<file path="config.mk">
export PLATFORM = sky130hd
export DESIGN_NAME = air_conditioning_zoned_flat
export DESIGN_NICKNAME = d
export VERILOG_FILES = /design/src/rtl/air_conditioning_zoned_pkg.sv /design/src/rtl/air_conditioning_zoned_if.sv /design/src/rtl/air_conditioning_zoned_zone.sv /design/src/rtl/air_conditioning_zoned.sv /design/src/flat_wrapper.sv
export SDC_FILE = /design/constraint.sdc
export NUM_CORES = 1
export LEC_CHECK = 0
export ABC_AREA = 1
export BUFFER_PORTS_ARGS = -buffer_cell sky130_fd_sc_hd__buf_2
export CELL_PAD_IN_SITES_DETAIL_PLACEMENT = 0
export CELL_PAD_IN_SITES_GLOBAL_PLACEMENT = 1
export CORE_MARGIN = 2
export CORE_UTILIZATION = 39
export DETAILED_ROUTE_END_ITERATION = 8
export PLACE_DENSITY_LB_ADDON = 0.1
export SLEW_MARGIN = 20
export SYNTH_ARGS = -nofsm -noshare
export SYNTH_HDL_FRONTEND = slang
export SYNTH_SLANG_ARGS = --single-unit
export TNS_END_PERCENT = 5
</file>
<file path="constraint.sdc">
create_clock -name clk -period 3 [get_ports clk]
set_clock_uncertainty 0.2 [all_clocks]
set_input_delay 0.45 -clock clk [delete_from_list [all_inputs] [get_ports clk]]
set_output_delay 0.45 -clock clk [all_outputs]
set_load 0.02 [all_outputs]
</file>
<file path="src/rtl/air_conditioning_zoned_pkg.sv">
// Shared types and constants for the zoned air-conditioning controller.
//   ac_state_t : per-zone state, encoded so that bit 1 = heating and bit 0 = cooling
//   DEF_*      : default parameter values used by the top level
//   clog2      : ceiling log2 usable in parameter expressions
package ac_pkg;

    typedef enum logic [1:0] {
        IDLE = 2'b00,
        COOL = 2'b01,
        HEAT = 2'b10
    } ac_state_t;

    localparam int DEF_N_ZONES    = 4;
    localparam int DEF_TEMP_W     = 5;
    localparam int DEF_LOWER_TEMP = 18;
    localparam int DEF_MID_TEMP   = 20;
    localparam int DEF_UPPER_TEMP = 22;
    localparam int DEF_MIN_DWELL  = 8;

    // clog2(1) = 0, clog2(2) = 1, clog2(5) = 3
    function automatic int clog2(input int value);
        int result;
        int rem;
        result = 0;
        rem    = value - 1;
        while (rem > 0) begin
            result++;
            rem = rem >> 1;
        end
        return result;
    endfunction

endpackage

</file>
<file path="src/rtl/air_conditioning_zoned_if.sv">
// Bundle between the zone sensors / plant drivers and the controller.
//   enable      : 0 forces every zone to IDLE
//   temperature : zone z at [z*TEMP_W +: TEMP_W], unsigned degrees C
//   heating     : one registered bit per zone
//   cooling     : one registered bit per zone
//   fault       : one registered bit per zone, set while the sensor reads all-ones
//   n_active    : number of zones currently heating or cooling
// master = environment side, slave = controller side.
interface air_conditioning_zoned_if #(
    parameter int N_ZONES = 4,
    parameter int TEMP_W  = 5
);
    import ac_pkg::*;

    localparam int NA_W = clog2(N_ZONES + 1);

    logic                        enable;
    logic [N_ZONES*TEMP_W-1:0]   temperature;
    logic [N_ZONES-1:0]          heating;
    logic [N_ZONES-1:0]          cooling;
    logic [N_ZONES-1:0]          fault;
    logic [NA_W-1:0]             n_active;

    modport master (
        output enable, temperature,
        input  heating, cooling, fault, n_active
    );

    modport slave (
        input  enable, temperature,
        output heating, cooling, fault, n_active
    );

endinterface

</file>
<file path="src/rtl/air_conditioning_zoned_zone.sv">
// One zone: IDLE/HEAT/COOL hysteresis FSM with a minimum-dwell counter and
// sensor-fault register.
//   clk, rst    : clock and synchronous active-high reset
//   enable      : 0 forces IDLE and preloads the dwell counter
//   temperature : this zone's sample
//   heating     : registered, zone is in HEAT
//   cooling     : registered, zone is in COOL
//   fault       : registered, last sample was all-ones
module ac_zone_ctrl
    import ac_pkg::*;
#(
    parameter int TEMP_W     = 5,
    parameter int LOWER_TEMP = 18,
    parameter int MID_TEMP   = 20,
    parameter int UPPER_TEMP = 22,
    parameter int MIN_DWELL  = 8
) (
    input  logic              clk,
    input  logic              rst,
    input  logic              enable,
    input  logic [TEMP_W-1:0] temperature,
    output logic              heating,
    output logic              cooling,
    output logic              fault
);

    localparam int CNT_W = (MIN_DWELL > 1) ? clog2(MIN_DWELL) : 1;
    localparam logic [CNT_W-1:0]  DWELL_MAX = CNT_W'(MIN_DWELL - 1);
    localparam logic [TEMP_W-1:0] T_LO  = TEMP_W'(LOWER_TEMP);
    localparam logic [TEMP_W-1:0] T_MID = TEMP_W'(MID_TEMP);
    localparam logic [TEMP_W-1:0] T_UP  = TEMP_W'(UPPER_TEMP);

    ac_state_t        state;
    ac_state_t        state_next;
    logic [CNT_W-1:0] dwell;
    logic [CNT_W-1:0] dwell_inc;
    logic             dwell_done;
    logic             sensor_bad;

    assign sensor_bad = (temperature == '1);
    assign dwell_done = (dwell == DWELL_MAX);
    assign dwell_inc  = dwell_done ? dwell : dwell + CNT_W'(1);

    // Desired state from the hysteresis rules alone; dwell gating is applied below.
    always_comb begin
        state_next = state;
        case (state)
            IDLE: begin
                if (temperature <= T_LO)
                    state_next = HEAT;
                else if (temperature >= T_UP)
                    state_next = COOL;
            end
            HEAT: if (temperature >= T_MID) state_next = IDLE;
            COOL: if (temperature <= T_MID) state_next = IDLE;
            default: state_next = IDLE;
        endcase
    end

    always_ff @(posedge clk) begin
        if (rst) begin
            state <= IDLE;
            dwell <= DWELL_MAX;
            fault <= 1'b0;
        end else begin
            fault <= sensor_bad;
            if (!enable) begin
                // Preloaded so the zone can act on the first enabled edge.
                state <= IDLE;
                dwell <= DWELL_MAX;
            end else if (sensor_bad) begin
                state <= IDLE;
                dwell <= (state != IDLE) ? '0 : dwell_inc;
            end else if (dwell_done && (state_next != state)) begin
                state <= state_next;
                dwell <= '0;
            end else begin
                dwell <= dwell_inc;
            end
        end
    end

    assign heating = (state == HEAT);
    assign cooling = (state == COOL);

endmodule

</file>
<file path="src/rtl/air_conditioning_zoned.sv">
// Multi-zone air-conditioning controller: one ac_zone_ctrl per zone plus a
// count of active zones.
//   clk, rst : clock and synchronous active-high reset
//   bus      : slave side of air_conditioning_zoned_if (enable, temperature in;
//              heating, cooling, fault, n_active out)
module air_conditioning_zoned
    import ac_pkg::*;
#(
    parameter int N_ZONES    = DEF_N_ZONES,
    parameter int TEMP_W     = DEF_TEMP_W,
    parameter int LOWER_TEMP = DEF_LOWER_TEMP,
    parameter int MID_TEMP   = DEF_MID_TEMP,
    parameter int UPPER_TEMP = DEF_UPPER_TEMP,
    parameter int MIN_DWELL  = DEF_MIN_DWELL
) (
    input  logic clk,
    input  logic rst,
    air_conditioning_zoned_if.slave bus
);

    localparam int NA_W = clog2(N_ZONES + 1);

    if (!(N_ZONES >= 1 && MIN_DWELL >= 1 &&
          LOWER_TEMP < MID_TEMP && MID_TEMP < UPPER_TEMP &&
          UPPER_TEMP < (2**TEMP_W) - 1)) begin : g_bad_params
        $error("air_conditioning_zoned: illegal parameter set");
    end

    logic [N_ZONES-1:0] heat_v;
    logic [N_ZONES-1:0] cool_v;
    logic [N_ZONES-1:0] fault_v;
    logic [NA_W-1:0]    active_cnt;

    for (genvar z = 0; z < N_ZONES; z++) begin : g_zone
        ac_zone_ctrl #(
            .TEMP_W     (TEMP_W),
            .LOWER_TEMP (LOWER_TEMP),
            .MID_TEMP   (MID_TEMP),
            .UPPER_TEMP (UPPER_TEMP),
            .MIN_DWELL  (MIN_DWELL)
        ) u_zone (
            .clk         (clk),
            .rst         (rst),
            .enable      (bus.enable),
            .temperature (bus.temperature[z*TEMP_W +: TEMP_W]),
            .heating     (heat_v[z]),
            .cooling     (cool_v[z]),
            .fault       (fault_v[z])
        );
    end

    always_comb begin
        active_cnt = '0;
        for (int z = 0; z < N_ZONES; z++)
            active_cnt = active_cnt + NA_W'(heat_v[z] | cool_v[z]);
    end

    assign bus.heating  = heat_v;
    assign bus.cooling  = cool_v;
    assign bus.fault    = fault_v;
    assign bus.n_active = active_cnt;

endmodule

</file>
<file path="src/flat_wrapper.sv">
// flat-port wrapper written by rule: the top's interface ports become plain ports
module air_conditioning_zoned_flat import ac_pkg::*;
#(
    parameter int N_ZONES    = DEF_N_ZONES,
    parameter int TEMP_W     = DEF_TEMP_W,
    parameter int LOWER_TEMP = DEF_LOWER_TEMP,
    parameter int MID_TEMP   = DEF_MID_TEMP,
    parameter int UPPER_TEMP = DEF_UPPER_TEMP,
    parameter int MIN_DWELL  = DEF_MIN_DWELL
)
  (clk, rst, bus_enable, bus_temperature, bus_heating, bus_cooling, bus_fault, bus_n_active);
  air_conditioning_zoned_if #(.N_ZONES(N_ZONES), .TEMP_W(TEMP_W)) bus_i ();
  input  logic clk;
  input  logic rst;
  input wire logic [$bits(bus_i.enable)-1:0] bus_enable;
  input wire logic [$bits(bus_i.temperature)-1:0] bus_temperature;
  output wire logic [$bits(bus_i.heating)-1:0] bus_heating;
  output wire logic [$bits(bus_i.cooling)-1:0] bus_cooling;
  output wire logic [$bits(bus_i.fault)-1:0] bus_fault;
  output wire logic [$bits(bus_i.n_active)-1:0] bus_n_active;
  assign bus_i.enable = bus_enable;
  assign bus_i.temperature = bus_temperature;
  assign bus_heating = bus_i.heating;
  assign bus_cooling = bus_i.cooling;
  assign bus_fault = bus_i.fault;
  assign bus_n_active = bus_i.n_active;
  air_conditioning_zoned #(.N_ZONES(N_ZONES), .TEMP_W(TEMP_W), .LOWER_TEMP(LOWER_TEMP), .MID_TEMP(MID_TEMP), .UPPER_TEMP(UPPER_TEMP), .MIN_DWELL(MIN_DWELL)) u_core (.clk(clk), .rst(rst), .bus(bus_i));
endmodule
</file>
Word-level counts from Yosys, hierarchy flattened
Index checks and enable logic that the tools add are counted.

storage, ports and cells
  register bits after elaboration = 24
  bits in latches = 0
  memory bits (writable) = 0
  memory bits (read-only) = 0
  input bits = 23
  output and inout bits = 15
  logic and storage cells = 113
  memories kept = 0

operators by class
  add/sub/neg operators = 7
  multiply operators = 0
  divide/modulo/power cells = 0
  order comparisons = 16
  equality and inequality tests = 20
  shift-type cells = 0
  multiplexer cells = 36
  bitwise logic cells = 5
  reduce and logical (&&, ||, !) cells = 17

operator list
  cell                   count
  $mux W3                16
  $ge A5 B5 Y1 const B   8
  $le A5 B5 Y1 const B   8
  $mux W2                16
  $pmux W2 S3            4
  $eq A5 B5 Y1 const B   4
  $add A3 B1 Y3 const B  4
  $eq A3 B3 Y1 const B   4
  $reduce_or A3 Y1       4
  $add A3 B3 Y3          3
  $eq A2 B1 Y1 const B   4
  $eq A2 B2 Y1 const B   4
  $logic_not A2 Y1       4
  $ne A2 B2 Y1           4
  $reduce_bool A2 Y1     4
  $logic_and A1 B1 Y1    4
  $or A1 B1 Y1           4
  $reduce_or A2 Y1       1
  $not A1 Y1             1

Logic depth before layout (Yosys ltp)
Gate-level depths: netlist (run 1).

  depth in word-level cells = 8
  mapped depth = 13
  depth with buffers taken out = 13

Hierarchy
From an unflattened synthesis (run 1), not the netlist that was laid out.

unflattened totals
  cells, all modules = 295
  area total of the unflattened synthesis = 1756.7 um^2

modules (own cells, without submodules)
  module                  instances  cells an instance  area each (um^2)  sequential area each (um^2)
  ac_zone_ctrl            4          71                 420.4             120.1
  air_conditioning_zoned  1          11                 75.1              0.0

Worst setup path after synthesis (run 1)
No wires, ideal clock.

  path kind = register -> output
  start = register u_core.g_zone[1].u_zone.state[0]
  end = output bus_n_active[1]
  arrival = 1.865 ns
  data required time = 2.350 ns
  setup slack = 0.485 ns
  cell stages (with the launch flop) = 6
  path buffers = 0
  cell sequence = dfxtp_1 > inv_1 > ha_1 > fa_1 > ha_1 > ha_1

between the ends
  cells in the longest elaborated chain, start to end = 5
  elaborated cells on any way between the ends = 6
  classes of those cells = add/sub (3); eq/ne (2); bitwise (1)

ends and longest elaborated chain
  element                                       line                                                                  source
  start: declaration                            air_conditioning_zoned_zone.sv:33                                     ac_state_t state;
  start signal: assignment                      air_conditioning_zoned_zone.sv:75                                     state <= state_next;
  $eq A2 B2 Y1 or $eq A2 B1 Y1 (tied branches)  air_conditioning_zoned_zone.sv:83, air_conditioning_zoned_zone.sv:84
  $or A1 B1 Y1 (*)                              air_conditioning_zoned.sv:55                                          active_cnt = active_cnt + NA_W'(heat_v[z] | cool_v[z]);
  $add A3 B3 Y3 (*) (3 in a row)                air_conditioning_zoned.sv:55
  end: declaration                              flat_wrapper.sv:20                                                    output wire logic [$bits(bus_i.n_active)-1:0] bus_n_active;

Every way passes the cells marked *; elsewhere a longest branch is shown, timed or not.

Final worst setup path (run 1)
  start = register u_core.g_zone[2].u_zone.state[0]
  end = output bus_n_active[1]

between the ends
  cells in the longest elaborated chain, start to end = 4
  elaborated cells on any way between the ends = 5
  classes of those cells = add/sub (2); eq/ne (2); bitwise (1)

ends and longest elaborated chain
  element                                       line
  start: declaration                            air_conditioning_zoned_zone.sv:33
  start signal: assignment                      air_conditioning_zoned_zone.sv:75
  $eq A2 B2 Y1 or $eq A2 B1 Y1 (tied branches)  air_conditioning_zoned_zone.sv:83, air_conditioning_zoned_zone.sv:84
  $or A1 B1 Y1 (*)                              air_conditioning_zoned.sv:55
  $add A3 B3 Y3 (*) (2 in a row)                air_conditioning_zoned.sv:55

Marks and branches as above.

==> results of run 1 <==
==> final cells by class <==
class | instances | area, sq um | share of cell area (%)
well taps | 70 | 87.6 | 3.83
clock buffers | 3 | 41.3 | 1.80
flip-flops and latches | 24 | 488 | 21.3
repair buffers | 37 | 185 | 8.09
inverters | 43 | 161 | 7.05
multi-input cells | 236 | 1330 | 57.9
==> path summary, 6_finish.rpt <==
path,startpoint,end,depth (start not counted)
max,u_core.g_zone[2].u_zone.state[0],bus_n_active[1],6
min,bus_temperature[16],u_core.g_zone[3].u_zone.fault,3
max reg2reg,u_core.g_zone[1].u_zone.state[1],u_core.g_zone[1].u_zone.dwell[2],13
min reg2reg,u_core.g_zone[1].u_zone.state[1],u_core.g_zone[1].u_zone.state[1],2
==> routing by layer <==
metal	routed length, um	share of wire [%]	track usage [%]
met5	0	0	0
met4	49	1.1	4.91
met3	202	4.5	1.65
met2	1930	43	26.3
met1	2270	51	22.3
==> kinds of logic after synthesis <==
kind of cell | Yosys count
AO/OA/AOI/OAI | 39
multiplexers | 1
adder cells (fa/ha/maj) | 23
flip-flops | 24
AND/OR/NAND/NOR | 173
buffers and inverters | 56
==> power by group through the flow <==
stage | sequential, W | clock (W) | combinational, W
global route | 0.000507 | 0.000219 | 0.00129
CTS | 0.000490 | 0.000204 | 0.00113
floorplan | 0.000479 | 0 | 0.000911
detailed placement | 0.000497 | 0 | 0.00111
finish | 0.000494 | 0.000191 | 0.00111
global placement | 0.000494 | 0 | 0.00112
==> stage by stage <==
stage / setup slack [ns] / instance area [sq um] / hold WS [ns]
after floorplan: 0.485 / 2060 / 0.322
after global placement: 0.307 / 2240 / 0.348
after detailed placement: 0.292 / 2240 / 0.347
after CTS: 0.0469 / 2280 / 0.240
after global routing: 0.00360 / 2290 / 0.247
final: 0.0989 / 2290 / 0.252
==> cell usage in the layout (no fill, tap or decap), types with 4 or more instances in the layout <==
master	n
nand2_1	88
inv_1	42
buf_2	37
nand3_1	30
ha_1	22
nor2_1	20
a21oi_1	20
dfxtp_1	20
or2_2	8
o21ai_0	7
nand2_2	6
nand4_1	6
nor3_1	5
nand3_2	4
==> state kept, by name, indices dropped and copies added (netlist names) <==
signal	count
u_core.g_zone.u_zone.dwell	12
u_core.g_zone.u_zone.state	8
u_core.g_zone.u_zone.fault	4
==> critical path, stage by stage, from the launching register on <==
cell and delay (ns):
dfxtp_1 0.42, inv_1 0.12, ha_1 0.32, fa_1 0.47, ha_1 0.21, ha_1 0.28, buf_2 0.16
==> metrics.md, run 1 <==
| Metric | Value |
|---|---|
| Core Region | `5110 sq um` |
| Post-DRT Antenna Nets | `0` |
| Total CTS buffers | `3` |
| Final setup fails | `0` |
| Tmin final | `2.90 ns` |
| Run status | `finished, final reports clean` |
| Top_reg_cell synth | `dfxtp_1` |
| Accumulated negative setup slack | `0 ns` |
| Avg WL per Cell | `10.8 um` |
| Post-Syn Instances | `316` |
| Vias in the first global route | `1833` |
| DP Cell Count | `410` |
| Leak | `1.18 nW` |
| H-tree Lvls | `1` |
| RSZ-0062 raised after global routing | `false` |
| Placer Congestion | `0.806` |
| Syn avg cell area | `6.53 sq um` |
| Asr flop ratio synth | `0%` |
| Area delta synth->final | `11.0%` |
| Fmax | `345 MHz` |
| Die area | `5880 sq um` |
| Largest net degree at the start of global routing | `13` |
| VDD IR-drop max | `0.338 mV` |
| Clock Power Share | `10.6%` |
| Post-CTS Setup Bufs | `0` |
| Synth area leader | `dfxtp_1` |
| Power after layout | `0.00180 W` |
| Sw Share | `48.1%` |
| Max-cap violations | `0` |
| Initial antenna violation count | `0` |
| Global route total overflow | `0` |
| Synth Area in Simple Gates | `38.4%` |
| Main combinational cell family by area after synthesis | `simple AND/OR/NAND/NOR gates` |
| Combinational power share | `61.9%` |
| First DRT Iteration DRCs | `84` |
| Tot GR Track Use | `16.1%` |
| CTS Buffer Depth | `2` |
| Relative slew slack | `74.2%` |
| CTS Sinks | `24` |
| Final Non-Filler Cells | `413` |
| Leading cell types by count after synthesis | `nand2_1, inv_1, nand3_1` |
| Initial Util | `40.4%` |
| Hold WC Path Type | `primary input to flop` |
| #FFs+latches synth | `24` |
| EDFF count, synth | `0` |
| Crit path max fanout | `6` |
| Worst path required time | `2.35 ns` |
| Switch Pwr | `0.000864 W` |
| Die height | `76.7 um` |
| Worst-path clk slew | `0.08 ns` |
| Post-synthesis mux area share | `0.546%` |
| # rows | `26` |
| Proportion of layout cells with a drive suffix above 1 | `20.4%` |
| Worst endpoint data arrival time | `2.25 ns` |
| Worst setup EP type | `output port` |
| DRC | `0` |
| Worst R2R Setup Slack | `1.15 ns` |
| Clock Latency Late Sink | `0.26 ns` |
| IO Count | `38` |
| CTS tree | `yes` |
| Yosys cell types | `30` |
| DR pass1 iterations | `4` |
| Die Wd | `76.7 um` |
| Adder-cell area share of the yosys netlist | `14.3%` |
| Post-cts sizing count | `1` |
| Post-CTS Hold Buffers | `0` |
| Vias | `1993` |
| Nets | `391` |
| WS Path Type | `flop to output port` |
| First-pass GRT wire length | `7890 um` |
| Flop pwr share | `27.5%` |
| CP Launch Type | `flop` |
| Final WL | `4450 um` |
| Most frequent cell after synthesis | `nand2_1` |
| Slew @ Worst Pin | `0.386 ns` |
| Internal power | `0.000931 W` |
| Vias per inst | `4.83` |
| Final Cycle Share | `96.7%` |
| Yosys warns | `0` |
| Post-DP HPWL | `3660 um` |
| Syn Std Cell Area | `2060 sq um` |
| Share of the synthesized area in the top cell type | `23.3%` |
| CTS root buf | `clkbuf_8` |
| Antenna cells | `0` |
| Slew Limit Fails | `0` |
| Final Hold Vio Count | `0` |
| Largest cells by area after synthesis | `dfxtp_1, nand2_1, ha_1` |
| PortBufs | `37` |
| Final core occ | `44.8%` |
| Seq/Total Area, Yosys | `23.3%` |
| XOR/XNOR Fraction of Synth Area | `0%` |
| Synth Area in Compound Gates | `11.0%` |
| Mapped Nets | `362` |
| Fillcell total | `570` |
| Power Dens Cells | `785 nW/um^2` |
Power figures use the tool's default switching activity.
==> run 2, diff against run 1 <==
RECOVER_POWER = 50   (was default)
TNS_END_PERCENT = default   (was 5)
==> run 2 against run 1 <==
Against the previous run: combinational power about the same; wire length up 0.29%; non-clock buffer count unchanged; hold slack about the same; clock power about the same; critical endpoint unchanged; largest power group unchanged.
==> metrics.md, run 2 (synthesized netlist as in run 1, its figures left out) <==
| Metric | Value |
|---|---|
| Run status | `finished, final reports clean` |
| Die height | `76.7 um` |
| Most frequent cells in the layout | `nand2_1, inv_1, nand3_1, buf_2, ha_1` |
| Accumulated negative setup slack | `0 ns` |
| Max reg flops | `12` |
| Grt peak-use layer | `met2` |
| Post-DP HPWL | `3660 um` |
| Flop pwr share | `27.5%` |
| Internal power | `0.000929 W` |
| Switch Pwr | `0.000865 W` |
| Tot GR Track Use | `16.1%` |
| CTS tree | `yes` |
| Largest net degree at the start of global routing | `13` |
| Initial Util | `40.4%` |
| Slew Limit Fails | `0` |
| Area delta synth->final | `9.95%` |
| Initial antenna violation count | `0` |
| DR pass1 iterations | `4` |
| Final Hold Vio Count | `0` |
| Worst setup EP type | `output port` |
| Clock Latency Late Sink | `0.26 ns` |
| CTS root buf | `clkbuf_8` |
| Total CTS buffers | `3` |
| Largest registers | `u_core.g_zone.u_zone.dwell (12), u_core.g_zone.u_zone.state (8), u_core.g_zone.u_zone.fault (4)` |
| Antenna cells | `0` |
| # rows | `26` |
| Post-CTS Setup Bufs | `0` |
| Nets | `391` |
| Power after layout | `0.00179 W` |
| DP Cell Count | `410` |
| Vias in the first global route | `1833` |
| Hold WC Path Type | `primary input to flop` |
| Leak | `1.15 nW` |
| M1 GR Usage | `22.3%` |
| CP Launch Type | `flop` |
| Hold WS | `0.251 ns` |
| Worst-path clk slew | `0.08 ns` |
| DRC | `0` |
| Largest reg by FF count | `u_core.g_zone.u_zone.dwell` |
| Met2 usage | `26.3%` |
| Global-route met3 utilization | `1.65%` |
| VDD IR-drop max | `0.340 mV` |
| Fmax | `345 MHz` |
| Slew @ Worst Pin | `0.517 ns` |
| Avg WL per Cell | `10.8 um` |
| Post-DRT Antenna Nets | `0` |
| RSZ-0062 raised after global routing | `false` |
| Sw Share | `48.2%` |
| Post-CTS Hold Buffers | `0` |
| WS Path Type | `flop to output port` |
| Core Region | `5110 sq um` |
| Vias per inst | `4.83` |
| Combinational power share | `61.9%` |
| CTS Buffer Depth | `2` |
| First-pass GRT wire length | `7890 um` |
| Proportion of layout cells with a drive suffix above 1 | `17.8%` |
| Max-cap violations | `0` |
| Placer Congestion | `0.806` |
| Worst path required time | `2.35 ns` |
| Commonest non-fill, non-tap cell in the layout | `nand2_1` |
| Final Non-Filler Cells | `413` |
| Global route total overflow | `0` |
| Crit path max fanout | `6` |
| Tmin final | `2.90 ns` |
| Final setup fails | `0` |
| Worst endpoint data arrival time | `2.25 ns` |
| CTS Sinks | `24` |
| Relative slew slack | `65.4%` |
| First DRT Iteration DRCs | `90` |
| IO Count | `38` |
| Final Cycle Share | `96.6%` |
| Power Dens Cells | `791 nW/um^2` |
| Fillcell total | `578` |
| Final setup margin | `0.102 ns` |
| Place WS | `0.292 ns` |
| Clock Power Share | `10.6%` |
| Die area | `5880 sq um` |
| H-tree Lvls | `1` |
| Final WL | `4460 um` |
| PortBufs | `37` |
| Vias | `1995` |
| Die Wd | `76.7 um` |
## run 2: power groups by stage
stage | sequential, W | clock [W] | combinational (W)
3_5_place_dp | 0.000497 | 0 | 0.00111
4_1_cts | 0.000490 | 0.000204 | 0.00113
6_report | 0.000494 | 0.000190 | 0.00111
3_3_place_gp | 0.000494 | 0 | 0.00112
2_1_floorplan | 0.000479 | 0 | 0.000911
5_1_grt | 0.000507 | 0.000219 | 0.00129
## run 2: path summary, 6_finish.rpt
check,from,end,slack (ns),depth (start not counted)
worst max register to register,u_core.g_zone[1].u_zone.state[1],u_core.g_zone[1].u_zone.dwell[2],1.14,13
worst min-delay path,bus_temperature[16],u_core.g_zone[3].u_zone.fault,0.25,3
worst min register to register,u_core.g_zone[1].u_zone.state[1],u_core.g_zone[1].u_zone.state[1],0.35,2
worst max-delay path,u_core.g_zone[2].u_zone.state[0],bus_n_active[1],0.10,6
## run 2: repair_timing
item | CTS | global route
endpoints found under the hold margin | 0 | 0
gates resized for setup | 1 | 4
endpoints found under the setup margin | 1 | 1
## run 2: cell type report
class                      count  area (sq um)  area share (%)
multi-input combinational    236          1310            57.9
sequential                    24           488            21.5
timing repair buffer          37           176            7.78
inverter                      43           161            7.12
tap                           70          87.6            3.86
clock buffer                   3          41.3            1.82
## run 2: layer usage
metal  wire (um)  share of wire [%]  vias to the layer above
met5           0                  0                        -
met4          49                1.1                        0
met3         201                4.5                        4
met2        1920                 43                       42
met1        2290                 51                      881
li1            -                  -                     1068
## run 2: stage by stage
stage               instance area (sq um)  util [%]
finish                               2270      44.4
global route                         2270      44.4
CTS                                  2280      44.7
detailed placement                   2240      43.9
global placement                     2240      43.9
floorplan                            2060         -
## run 2: worst max-delay path: stages (launching register included)
cell	delay, ns
dfxtp_1	0.42
inv_1	0.11
ha_1	0.32
fa_1	0.47
ha_1	0.21
ha_1	0.28
buf_2	0.16
==> run 3, diff against run 2 <==
CORE_UTILIZATION = 40   (was 39)
CTS_BUF_LIST = sky130_fd_sc_hd__clkbuf_4 sky130_fd_sc_hd__clkbuf_8   (was default)
CTS_CLUSTER_DIAMETER = 200   (was default)
==> run 3 against run 2 <==
Against the previous run: first-iteration DRC count fell by 32%; critical path depth did not move; hold slack better by 0.0011 ns; via count down 3.9%; flip-flop and latch count stayed put; fmax shrank 0.57%; wire length is 2.8% lower; count of clock-buffer cells in the layout unchanged; clock power up 2%; cell count stayed put; largest cell class unchanged.
==> metrics.md, run 3 (synthesized netlist as in run 1, its figures left out) <==
| Metric | Value |
|---|---|
| First-pass GRT wire length | `7350 um` |
| Max reg flops | `12` |
| Final setup margin | `0.0854 ns` |
| Area delta synth->final | `9.65%` |
| CTS Sinks | `24` |
| Hold WS | `0.252 ns` |
| Core Region | `5040 sq um` |
| Final Non-Filler Cells | `413` |
| Fillcell total | `554` |
| Slew @ Worst Pin | `0.530 ns` |
| Global route total overflow | `0` |
| Vias in the first global route | `1674` |
| Initial antenna violation count | `0` |
| Largest net degree at the start of global routing | `13` |
| CP Launch Type | `flop` |
| Commonest non-fill, non-tap cell in the layout | `nand2_1` |
| Worst endpoint data arrival time | `2.26 ns` |
| Worst setup EP type | `output port` |
| Nets | `391` |
| Post-DRT Antenna Nets | `0` |
| Die height | `75.8 um` |
| Die area | `5740 sq um` |
| Avg WL per Cell | `10.5 um` |
| # rows | `26` |
| VDD IR-drop max | `0.310 mV` |
| Final Cycle Share | `97.2%` |
| Leak | `1.15 nW` |
| Relative slew slack | `64.6%` |
| Place WS | `0.321 ns` |
| Post-CTS Hold Buffers | `0` |
| Final core occ | `44.8%` |
| Proportion of layout cells with a drive suffix above 1 | `16.9%` |
| CTS tree | `yes` |
| Post-DP HPWL | `3520 um` |
| Worst R2R Setup Slack | `1.12 ns` |
| DP Cell Count | `410` |
| Vias | `1918` |
| Final setup fails | `0` |
| Largest reg by FF count | `u_core.g_zone.u_zone.dwell` |
| Final Hold Vio Count | `0` |
| Initial Util | `40.9%` |
| Largest registers | `u_core.g_zone.u_zone.dwell (12), u_core.g_zone.u_zone.state (8), u_core.g_zone.u_zone.fault (4)` |
| Max-cap violations | `0` |
| Crit path max fanout | `7` |
| Tmin final | `2.91 ns` |
| Power Dens Cells | `787 nW/um^2` |
| Run status | `finished, final reports clean` |
| WS Path Type | `flop to output port` |
| Worst-path clk slew | `0.09 ns` |
| Antenna cells | `0` |
| First DRT Iteration DRCs | `61` |
| DRC | `0` |
| RSZ-0062 raised after global routing | `false` |
| Die Wd | `75.8 um` |
| Register Area | `482 sq um` |
| Fmax | `343 MHz` |
| DR pass1 iterations | `4` |
| Slew Limit Fails | `0` |
| Area of the multi-input gates | `1310 sq um` |
| Clock Latency Late Sink | `0.26 ns` |
| Vias per inst | `4.64` |
| PortBufs | `37` |
| Final WL | `4340 um` |
| Worst path required time | `2.35 ns` |
| Hold WC Path Type | `primary input to flop` |
| Total CTS buffers | `3` |
| Accumulated negative setup slack | `0 ns` |
| H-tree Lvls | `1` |
| CTS Buffer Depth | `2` |
| IO Count | `38` |
| Most frequent cells in the layout | `nand2_1, inv_1, nand3_1, buf_2, dfxtp_1` |
| Placer Congestion | `0.830` |
| Tot GR Track Use | `16.3%` |
| CTS root buf | `clkbuf_8` |
[run 3: metal layers]
| metal | vias to the layer above | routed length, um | global-route usage (%) |
|---|---|---|---|
| met5 | - | 0 | 0 |
| met4 | 0 | 27 | 3.51 |
| met3 | 2 | 196 | 2.65 |
| met2 | 42 | 1720 | 24.1 |
| met1 | 804 | 2390 | 24.6 |
| li1 | 1070 | - | - |
[run 3: through the flow]
stage | power, W | area, sq um
2_1_floorplan | 0.00139 | 2060
3_3_place_gp | 0.00161 | 2240
3_5_place_dp | 0.00159 | 2240
4_1_cts | 0.00180 | 2280
5_1_grt | 0.00199 | 2260
6_report | 0.00178 | 2260
[run 3: critical path, stage by stage (launching register included)]
cell     delay (ns)
dfxtp_1        0.46
inv_1          0.13
ha_1           0.33
fa_1           0.44
ha_1           0.21
ha_1           0.27
buf_2          0.16
[run 3: final timing paths]
check | from | end | cells past startpoint
setup / recovery | u_core.g_zone[3].u_zone.state[0] | bus_n_active[1] | 6
hold / removal | bus_temperature[2] | u_core.g_zone[0].u_zone.fault | 3
setup reg to reg | u_core.g_zone[1].u_zone.state[1] | u_core.g_zone[1].u_zone.dwell[1] | 13
hold reg to reg | u_core.g_zone[3].u_zone.state[1] | u_core.g_zone[3].u_zone.state[1] | 2
[run 3: layout make-up]
| cell class | count | area share [%] |
|---|---|---|
| multi-input combinational | 236 | 58.1 |
| sequential | 24 | 21.3 |
| clock buffer | 3 | 1.83 |
| timing repair buffer | 37 | 7.80 |
| tap | 70 | 3.87 |
| inverter | 43 | 7.14 |
[run 3: what timing repair did]
item / in CTS / in global routing
setup buffers: 0 / 0
setup endpoints to repair: 0 / 1
hold endpoints to repair: 0 / 0
resized for setup: 0 / 1
[run 3: where the power goes]
group	switching, W	internal [W]
sequential	0.0000828	0.000412
clock	0.000104	0.0000898
combinational	0.000674	0.000416
